==> config.mk <==
export PLATFORM = sky130hd
export DESIGN_NAME = mem_stage
export DESIGN_NICKNAME = d
export VERILOG_FILES = /design/src/rtl/s1_pkg.sv /design/src/rtl/mem_bus_ctrl.sv /design/src/rtl/mem_stage.sv
export SDC_FILE = /design/constraint.sdc
export NUM_CORES = 1
export LEC_CHECK = 0
export ABC_AREA = 0
export BUFFER_PORTS_ARGS = -buffer_cell sky130_fd_sc_hd__buf_2
export CORE_UTILIZATION = 50
export CTS_CLUSTER_SIZE = 12
export DETAILED_ROUTE_END_ITERATION = 6
export PLACE_DENSITY = 0.82
export SETUP_SLACK_MARGIN = 0.4
export SLEW_MARGIN = 25
export SYNTH_ARGS = -nofsm -noshare
export SYNTH_HDL_FRONTEND = slang
export SYNTH_SLANG_ARGS = --single-unit
==> constraint.sdc <==
create_clock -name clk -period 8.8 [get_ports clk]
set_input_delay 1.76 -clock clk [delete_from_list [all_inputs] [get_ports clk]]
set_output_delay 1.76 -clock clk [all_outputs]
set_load 0.005 [all_outputs]
==> src/rtl/s1_pkg.sv <==
// Shared types for the memory stage: bus FSM states, stage register layout
// and write-back source encodings.
package s1_pkg;

    typedef enum logic [1:0] {
        IDLE = 2'd0,
        BUSY = 2'd1,
        DONE = 2'd2
    } mem_state_t;

    localparam logic [1:0] WB_SRC_ALU  = 2'b00;
    localparam logic [1:0] WB_SRC_LOAD = 2'b01;
    localparam logic [1:0] WB_SRC_LINK = 2'b10;

    typedef struct packed {
        logic        valid;
        logic [31:0] alu;
        logic [31:0] sdata;
        logic [4:0]  rd;
        logic [2:0]  wb_lines;
        logic [29:0] pc;
        logic        req;
        logic        we;
    } stage_t;

endpackage

==> src/rtl/mem_bus_ctrl.sv <==
// Bus handshake controller: IDLE/BUSY/DONE FSM, BUSY-cycle timeout counter
// and the load buffer that keeps read data alive while the pipeline is frozen.
module mem_bus_ctrl
    import s1_pkg::*;
#(
    parameter int TIMEOUT = 255
) (
    input  logic        clk,
    input  logic        async_rst,
    input  logic        clk_en,
    input  logic        start,
    input  logic        bus_ack,
    input  logic [31:0] bus_rdata,
    output logic        bus_req,
    output logic        done,
    output logic        abort,
    output logic [31:0] load_data
);

    mem_state_t  state_q, state_d;
    logic [7:0]  cnt_q, cnt_d;
    logic [31:0] lb_q, lb_d;
    logic        err_q, err_d;
    logic        busy;
    logic        ack_hit;
    logic        timeout;

    always_comb begin
        busy    = (state_q == BUSY);
        ack_hit = busy & bus_ack;
        timeout = busy & ~bus_ack & (cnt_q == 8'(TIMEOUT - 1));

        state_d = state_q;
        lb_d    = lb_q;
        err_d   = err_q;

        unique case (state_q)
            IDLE: begin
                err_d = 1'b0;
                if (start) state_d = BUSY;
            end
            BUSY: begin
                // A late ack on the final allowed cycle still wins over the abort.
                if (ack_hit) begin
                    lb_d    = bus_rdata;
                    err_d   = 1'b0;
                    state_d = clk_en ? IDLE : DONE;
                end else if (timeout) begin
                    lb_d    = '0;
                    err_d   = 1'b1;
                    state_d = clk_en ? IDLE : DONE;
                end
            end
            DONE: begin
                if (clk_en) state_d = IDLE;
            end
            default: state_d = IDLE;
        endcase

        cnt_d = (busy && state_d == BUSY) ? cnt_q + 8'd1 : 8'd0;

        bus_req   = busy;
        done      = ack_hit | (state_q == DONE) | timeout;
        abort     = timeout | ((state_q == DONE) & err_q);
        load_data = ack_hit ? bus_rdata : (timeout ? 32'd0 : lb_q);
    end

    always_ff @(posedge clk or posedge async_rst) begin
        if (async_rst) begin
            state_q <= IDLE;
            cnt_q   <= '0;
            lb_q    <= '0;
            err_q   <= 1'b0;
        end else begin
            state_q <= state_d;
            cnt_q   <= cnt_d;
            lb_q    <= lb_d;
            err_q   <= err_d;
        end
    end

endmodule

==> src/rtl/mem_stage.sv <==
// Memory pipeline stage: stage register, write-back source mux, result
// register and forwarding path; bus sequencing is delegated to mem_bus_ctrl.
module mem_stage
    import s1_pkg::*;
#(
    parameter int TIMEOUT = 255
) (
    input  logic        clk,
    input  logic        async_rst,
    input  logic        clk_en,
    input  logic        valid_in,
    input  logic [31:0] alu_in,
    input  logic [31:0] store_data,
    input  logic [31:0] inst_in,
    input  logic [29:0] pc_in,
    input  logic [2:0]  wb_lines_in,
    input  logic        mem_req_in,
    input  logic        mem_we_in,
    output logic [29:0] bus_addr,
    output logic [31:0] bus_wdata,
    output logic        bus_we,
    output logic        bus_req,
    input  logic        bus_ack,
    input  logic [31:0] bus_rdata,
    output logic        stall,
    output logic        valid_out,
    output logic        wb_en,
    output logic [4:0]  wb_rd,
    output logic [31:0] wb_data,
    output logic        bus_err,
    output logic        forward,
    output logic [4:0]  fwd_rd_addr,
    output logic [31:0] fwd_data
);

    stage_t      s_q, s_d;
    logic        done;
    logic        abort;
    logic [31:0] load_data;
    logic        fire;
    logic [29:0] link_pc;
    logic [31:0] res_data;

    logic        valid_out_q, valid_out_d;
    logic        wb_en_q, wb_en_d;
    logic        bus_err_q, bus_err_d;
    logic [4:0]  wb_rd_q, wb_rd_d;
    logic [31:0] wb_data_q, wb_data_d;

    // Only the rd field of the instruction matters at this stage.
    logic unused_inst;
    assign unused_inst = ^{inst_in[31:12], inst_in[6:0]};

    mem_bus_ctrl #(.TIMEOUT(TIMEOUT)) u_bus_ctrl (
        .clk       (clk),
        .async_rst (async_rst),
        .clk_en    (clk_en),
        .start     (s_q.valid & s_q.req),
        .bus_ack   (bus_ack),
        .bus_rdata (bus_rdata),
        .bus_req   (bus_req),
        .done      (done),
        .abort     (abort),
        .load_data (load_data)
    );

    assign stall = s_q.valid & s_q.req & ~done;

    always_comb begin
        s_d = s_q;
        if (clk_en && !stall) begin
            s_d.valid    = valid_in;
            s_d.alu      = alu_in;
            s_d.sdata    = store_data;
            s_d.rd       = inst_in[11:7];
            s_d.wb_lines = wb_lines_in;
            s_d.pc       = pc_in;
            s_d.req      = mem_req_in;
            s_d.we       = mem_we_in;
        end
    end

    always_comb begin
        fire    = s_q.valid & ~stall;
        link_pc = s_q.pc + 30'd1;
        unique case (s_q.wb_lines[2:1])
            WB_SRC_LOAD: res_data = load_data;
            WB_SRC_LINK: res_data = {link_pc, 2'b00};
            default:     res_data = s_q.alu;
        endcase

        valid_out_d = valid_out_q;
        wb_en_d     = wb_en_q;
        bus_err_d   = bus_err_q;
        wb_rd_d     = wb_rd_q;
        wb_data_d   = wb_data_q;
        if (clk_en) begin
            valid_out_d = fire;
            wb_en_d     = fire & s_q.wb_lines[0] & (s_q.rd != 5'd0);
            bus_err_d   = fire & s_q.req & abort;
            wb_rd_d     = s_q.rd;
            wb_data_d   = res_data;
        end
    end

    always_ff @(posedge clk or posedge async_rst) begin
        if (async_rst) begin
            s_q         <= '0;
            valid_out_q <= 1'b0;
            wb_en_q     <= 1'b0;
            bus_err_q   <= 1'b0;
            wb_rd_q     <= '0;
            wb_data_q   <= '0;
        end else begin
            s_q         <= s_d;
            valid_out_q <= valid_out_d;
            wb_en_q     <= wb_en_d;
            bus_err_q   <= bus_err_d;
            wb_rd_q     <= wb_rd_d;
            wb_data_q   <= wb_data_d;
        end
    end

    assign bus_addr    = s_q.alu[31:2];
    assign bus_wdata   = s_q.sdata;
    assign bus_we      = s_q.we;
    assign valid_out   = valid_out_q;
    assign wb_en       = wb_en_q;
    assign wb_rd       = wb_rd_q;
    assign wb_data     = wb_data_q;
    assign bus_err     = bus_err_q;
    assign forward     = wb_en_q & valid_out_q;
    assign fwd_rd_addr = wb_rd_q;
    assign fwd_data    = wb_data_q;

endmodule

# ---- Word level (Yosys, flattened, before mapping)
# Cells that the tools add are included.
dict set report op_classes {
  addsub 2
  n_mul 0
  n_div 0
  magnitude_cmp 0
  eq_ne 7
  shift 0
  muxes 13
  bitwise_logic 18
  reduce_logical 7
}
# operator count
set ops {}
lappend ops {{2-to-1 mux 32 bit} 2}
lappend ops {{case mux 32 bit (2 select lines)} 1}
lappend ops {{adder 30 x 1 -> 30 bit, second input constant} 1}
lappend ops {{bitwise AND 1 bit} 12}
lappend ops {{2-to-1 mux 2 bit} 5}
lappend ops {{adder 8 x 1 -> 8 bit, second input constant} 1}
lappend ops {{equality test 8 bit, second input constant} 1}
lappend ops {{2-to-1 mux 8 bit} 1}
lappend ops {{equality test 2 x 1 -> 1 bit, second input constant} 3}
lappend ops {{case mux 2 bit (3 select lines)} 1}
lappend ops {{nonzero test 5 bit} 1}
lappend ops {{equality test 2 bit, second input constant} 2}
lappend ops {{!= test 3 x 1 -> 1 bit, second input constant} 1}
lappend ops {{NOT 1 bit} 3}
lappend ops {{OR 1 bit} 3}
lappend ops {{logical AND 1 bit} 2}
lappend ops {{logical NOT 2 bit} 1}
lappend ops {{2-to-1 mux 1 bit} 2}
lappend ops {{case mux 1 bit (2 select lines)} 1}
lappend ops {{AND reduction 2 bit} 1}
lappend ops {{nonzero test 2 bit} 1}
lappend ops {{logical NOT 1 bit} 1}
dict set report totals {
  ff_bits 188
  latchBits 0
  mem_bits_rw 0
  rom_bits 0
  memories 0
}

# ---- Depth between registers and ports, before layout
dict set report logic_depth {
  word_depth 10
  ltp_mapped 9
}

# ---- Hierarchy
# Synthesis repeated with hierarchy kept, for this count alone.
dict set report hier_totals {
  cells_unflattened 865
  hier_area_um2 9462.8
}
# module n_inst cells_per_inst area_each_um2 seq_area_each_um2
set modules_own_cells {}
lappend modules_own_cells {mem_stage 1 626 7210.7 3628.5}
lappend modules_own_cells {mem_bus_ctrl 1 239 2252.2 1076.0}

# ---- Worst setup path after synthesis
# No wires, ideal clock.
dict set report synth_timing {
  path_type {input to output}
  start {input port bus_ack}
  end {output port stall}
  t_arrival_ns 2.105
  path_slack_ns 4.935
  stages 3
  path_cell_list {a21oi_1 o21ai_0 nor2_1}
}
dict set report synth_between {
  elab_chain_len 6
  word_cells_on_any_way 8
}
# element line_no
set synth_rtl {}
lappend synth_rtl {{start: declaration} mem_stage.sv:23} ;# input logic bus_ack,
lappend synth_rtl {{NOT 1 bit} mem_bus_ctrl.sv:31} ;# timeout = busy & ~bus_ack & (cnt_q == 8'(TIMEOUT - 1));
lappend synth_rtl {{bitwise AND 1 bit (2 in series)} mem_bus_ctrl.sv:31}
lappend synth_rtl {{OR 1 bit *} mem_bus_ctrl.sv:63} ;# done = ack_hit | (state_q == DONE) | timeout;
lappend synth_rtl {{NOT 1 bit *} mem_stage.sv:67} ;# assign stall = s_q.valid & s_q.req & ~done;
lappend synth_rtl {{bitwise AND 1 bit *} mem_stage.sv:67}
lappend synth_rtl {{end: declaration} mem_stage.sv:25} ;# output logic stall,
# Mark *: on every way between the ends. The rest lies on a longest branch, timed or not.

# ---- Worst setup path after layout
# Same ends and word-level chain as after synthesis.

==> flow_summary.toml <==
[cts]
cts_inserted_buffers = 17
ctsHoldBuffers = 0
post_cts_resized = 0
h-tree-depth = 4
cts_tree = "yes"
clk_latency_ns = 0.44
clkSinkCount = 188
post_cts_buffers = 0
cts_root_buffer = "clkbuf_16"
cts.path.max_buffers = 2
clk_pin_slew_ns = 0.07

[synth]
syn-cell-area_um2 = 9097
synth_top_family_by_area = "multiplexers"
synth_edf_count = 0
yosys.area.top_type = "dfrtp_1"
syn_nets = 981
seq_area_frac_synth_pct = 51.71
postSynthAreaPerCell_um2 = 11.26
muxShareOfSynthArea_pct = 13.62
ys_warn_count = 0
synth-simple-area-share_pct = 8.981
synth.top_cell.area_share_pct = 51.71
yosys_register_bits = 188
synthArstFlopShare_pct = 100.0
synth_ff_type = "dfrtp_1"
synthAdderAreaFrac_pct = 0.6877
synth-compound-area-share_pct = 12.46
synthXorXnorAreaFrac_pct = 1.925
ys_types = 55
syn_inst = 808
synthTopCellsByArea = "dfrtp_1 52%, mux2_2 14%, buf_4 8.2%"

[detailed_routing]
routed_wl_um = 23350
drc = 0
vias_per_cell = 5.677
drt_pass1_iterations = 5
final_antenna_net_count = 0
wl_per_cell_um = 19.22
vias = 6897
drtIter0Drc = 454

[grt]
antenna_found_initial = 3
first_global_vias = 6715
gr-usage-all-layers_pct = 25.69
grt_max_degree = 127
busiest_layer = "met2"
gr-total-overflow = 0
grt_pass1_wl_um = 35880
met1_usage_pct = 32.96
grt.met2_usage_pct = 42.33
use_met3_pct = 6.741

[setup_path]
arrival_ns = 3.19
worst_r2r_endpoint = "bus_addr[0]$_DFFE_PP0P_"
crit_end = "stall"
rrSetupSlack_ns = 5.34
crit_fanout = 11
required_ns = 7.04
crit_type = "input pin to output pin"
end_kind = "output pin"
worstReg2RegStart = "u_bus_ctrl.cnt_q[0]$_DFF_PP0_"
r2r_cells = 8
startpoint_type = "input pin"
setup.worst_path.start = "bus_ack"

[timing]
fmax_mhz = 202.1
max-slew-margin-rel_pct = 35.29
finalSetupTns_ns = 0
fin_crit_ns = 4.948
rsz0062_at_grt = "no"
finalSetupViolations = 0
fin_crit_sh_pct = 56.23
worstMarginPinSlew_ns = 0.9707
slew_violations = 0
hold_viol = 0
fin_skew_ns = 0.02111

[pwr]
power_density_nw_per_um2 = 314.0
p_sw_share_pct = 35.81
power_frac_comb_pct = 33.0
clkPwrFrac_pct = 24.1
p_switching_mw = 1.190
vdd.ir_drop.worst_mv = 0.2098
leakage_nw = 4.937
p_seq_share_pct = 42.8
p_int_mw = 2.133

[die]
num_io_pins = 311
dieArea_um2 = 18740
fp.dieW_um = 136.9
fp-row-count = 48
core_area_um2 = 17540
die_y_um = 136.9
start_util_pct = 51.88

[layout]
syn2layout_area_growth_pct = 16.34
mostFrequentLayoutCell = "buf_2"
final_cell_mix = "283 x buf_2, 188 x dfrtp_1, 110 x mux2_2, 58 x nand2_1"
nets = 1148
final_cell_area_um2 = 10580
drive_gt1_share_pct = 44.94

[flow_run]
maxCapViolCount = 0

[worst_hold_path]
holdPathStages = 2
hp-class = "register to register"

[placement]
place_hpwl_um = 16490
place.gp.congestion = 0.8495
place_area_um2 = 9957
portBuffers = 283

[status]
status = "completed"
==> per-stage QoR <==
stage                     utilization (%)  hold WS, ns  cells  total power [mW]  setup slack (ns)
after floorplan                         -       0.4467    808             2.248             1.926
after global placement              56.75       0.4604   1181             2.488             3.908
after detailed placement            56.78       0.4630   1181             2.536             3.866
after CTS                           60.31       0.4805   1213             3.345             3.875
after global routing                60.34       0.4998   1214             3.533             3.726
final                               60.35       0.4809   1215             3.323             3.852
==> synthesized netlist by cell type, types with 12 or more instances <==
| library cell | n |
|---|---|
| a22o_1 | 17 |
| clkbuf_1 | 33 |
| xor2_1 | 12 |
| mux2_2 | 110 |
| nor2_1 | 42 |
| a221oi_1 | 12 |
| a21oi_1 | 42 |
| nor4_1 | 12 |
| buf_4 | 99 |
| nand3_1 | 16 |
| o21ai_0 | 24 |
| dfrtp_1 | 188 |
| inv_1 | 13 |
| nand2_1 | 59 |
==> logic make-up (layout without fill, tap and decap cells) <==
family,Yosys count,in the layout
muxes,110,110
DFF,188,188
other,0,2
AOI/OAI and AO/OA,160,160
adders and majority gates,5,5
buffers and inverters,156,336
and+or+nand+nor,169,169
xor gates and xnor gates,20,20
==> state kept, by name, indices dropped and copies added (netlist names) <==
| register | cells |
|---|---|
| bus_addr | 30 |
| bus_err | 1 |
| bus_wdata | 32 |
| bus_we | 1 |
| fwd_data | 32 |
| fwd_rd_addr | 5 |
| s_q | 42 |
| u_bus_ctrl.cnt_q | 8 |
| u_bus_ctrl.err_q | 1 |
| u_bus_ctrl.lb_q | 32 |
| u_bus_ctrl.state_q | 2 |
| valid_out | 1 |
| wb_en | 1 |
==> per-layer routing <==
| metal | part of all wire (%) | vias up | wire (µm) |
|---|---|---|---|
| met5 | 0.039 | - | 9 |
| met1 | 42 | 3428 | 9869 |
| met3 | 6.8 | 27 | 1580 |
| met2 | 50 | 303 | 11560 |
| met4 | 1.4 | 2 | 329 |
| li1 | - | 3137 | - |
==> final cells by class <==
| class | count | area (µm²) |
|---|---|---|
| Fill cell | 1477 | 6953 |
| Sequential cell | 188 | 4705 |
| Multi-Input combinational cell | 464 | 3448 |
| Timing Repair Buffer | 289 | 1461 |
| Clock buffer | 17 | 425.4 |
| Tap cell | 225 | 281.5 |
| Clock inverter | 15 | 193.9 |
| Inverter | 15 | 63.81 |
| Antenna cell | 2 | 5.005 |
==> worst min-delay path by stage <==
stage	start	to	slack (ns)
after global placement	u_bus_ctrl.lb_q[18]$_DFFE_PP0N_	u_bus_ctrl.lb_q[18]$_DFFE_PP0N_	0.46
after floorplan	u_bus_ctrl.lb_q[11]$_DFFE_PP0N_	u_bus_ctrl.lb_q[11]$_DFFE_PP0N_	0.45
after detailed placement	u_bus_ctrl.lb_q[13]$_DFFE_PP0N_	u_bus_ctrl.lb_q[13]$_DFFE_PP0N_	0.46
after global routing	u_bus_ctrl.lb_q[18]$_DFFE_PP0N_	u_bus_ctrl.lb_q[18]$_DFFE_PP0N_	0.50
final	u_bus_ctrl.lb_q[13]$_DFFE_PP0N_	u_bus_ctrl.lb_q[13]$_DFFE_PP0N_	0.48
after CTS	u_bus_ctrl.lb_q[13]$_DFFE_PP0N_	u_bus_ctrl.lb_q[13]$_DFFE_PP0N_	0.48
==> power by group through the flow <==
stage,Clock [mW],Sequential [mW],Combinational [mW]
after detailed placement,0,1.43,1.10
after global placement,0,1.42,1.07
final,0.802,1.42,1.10
after global routing,0.849,1.47,1.22
after floorplan,0,1.37,0.878
after CTS,0.817,1.42,1.11
==> critical path, cell delays in order <==
cell,delay [ns]
buf_2,0.12
a21oi_1,0.68
o21ai_0,0.31
nor2_1,0.16
buf_2,0.15
(Power assumes the default switching activity.)
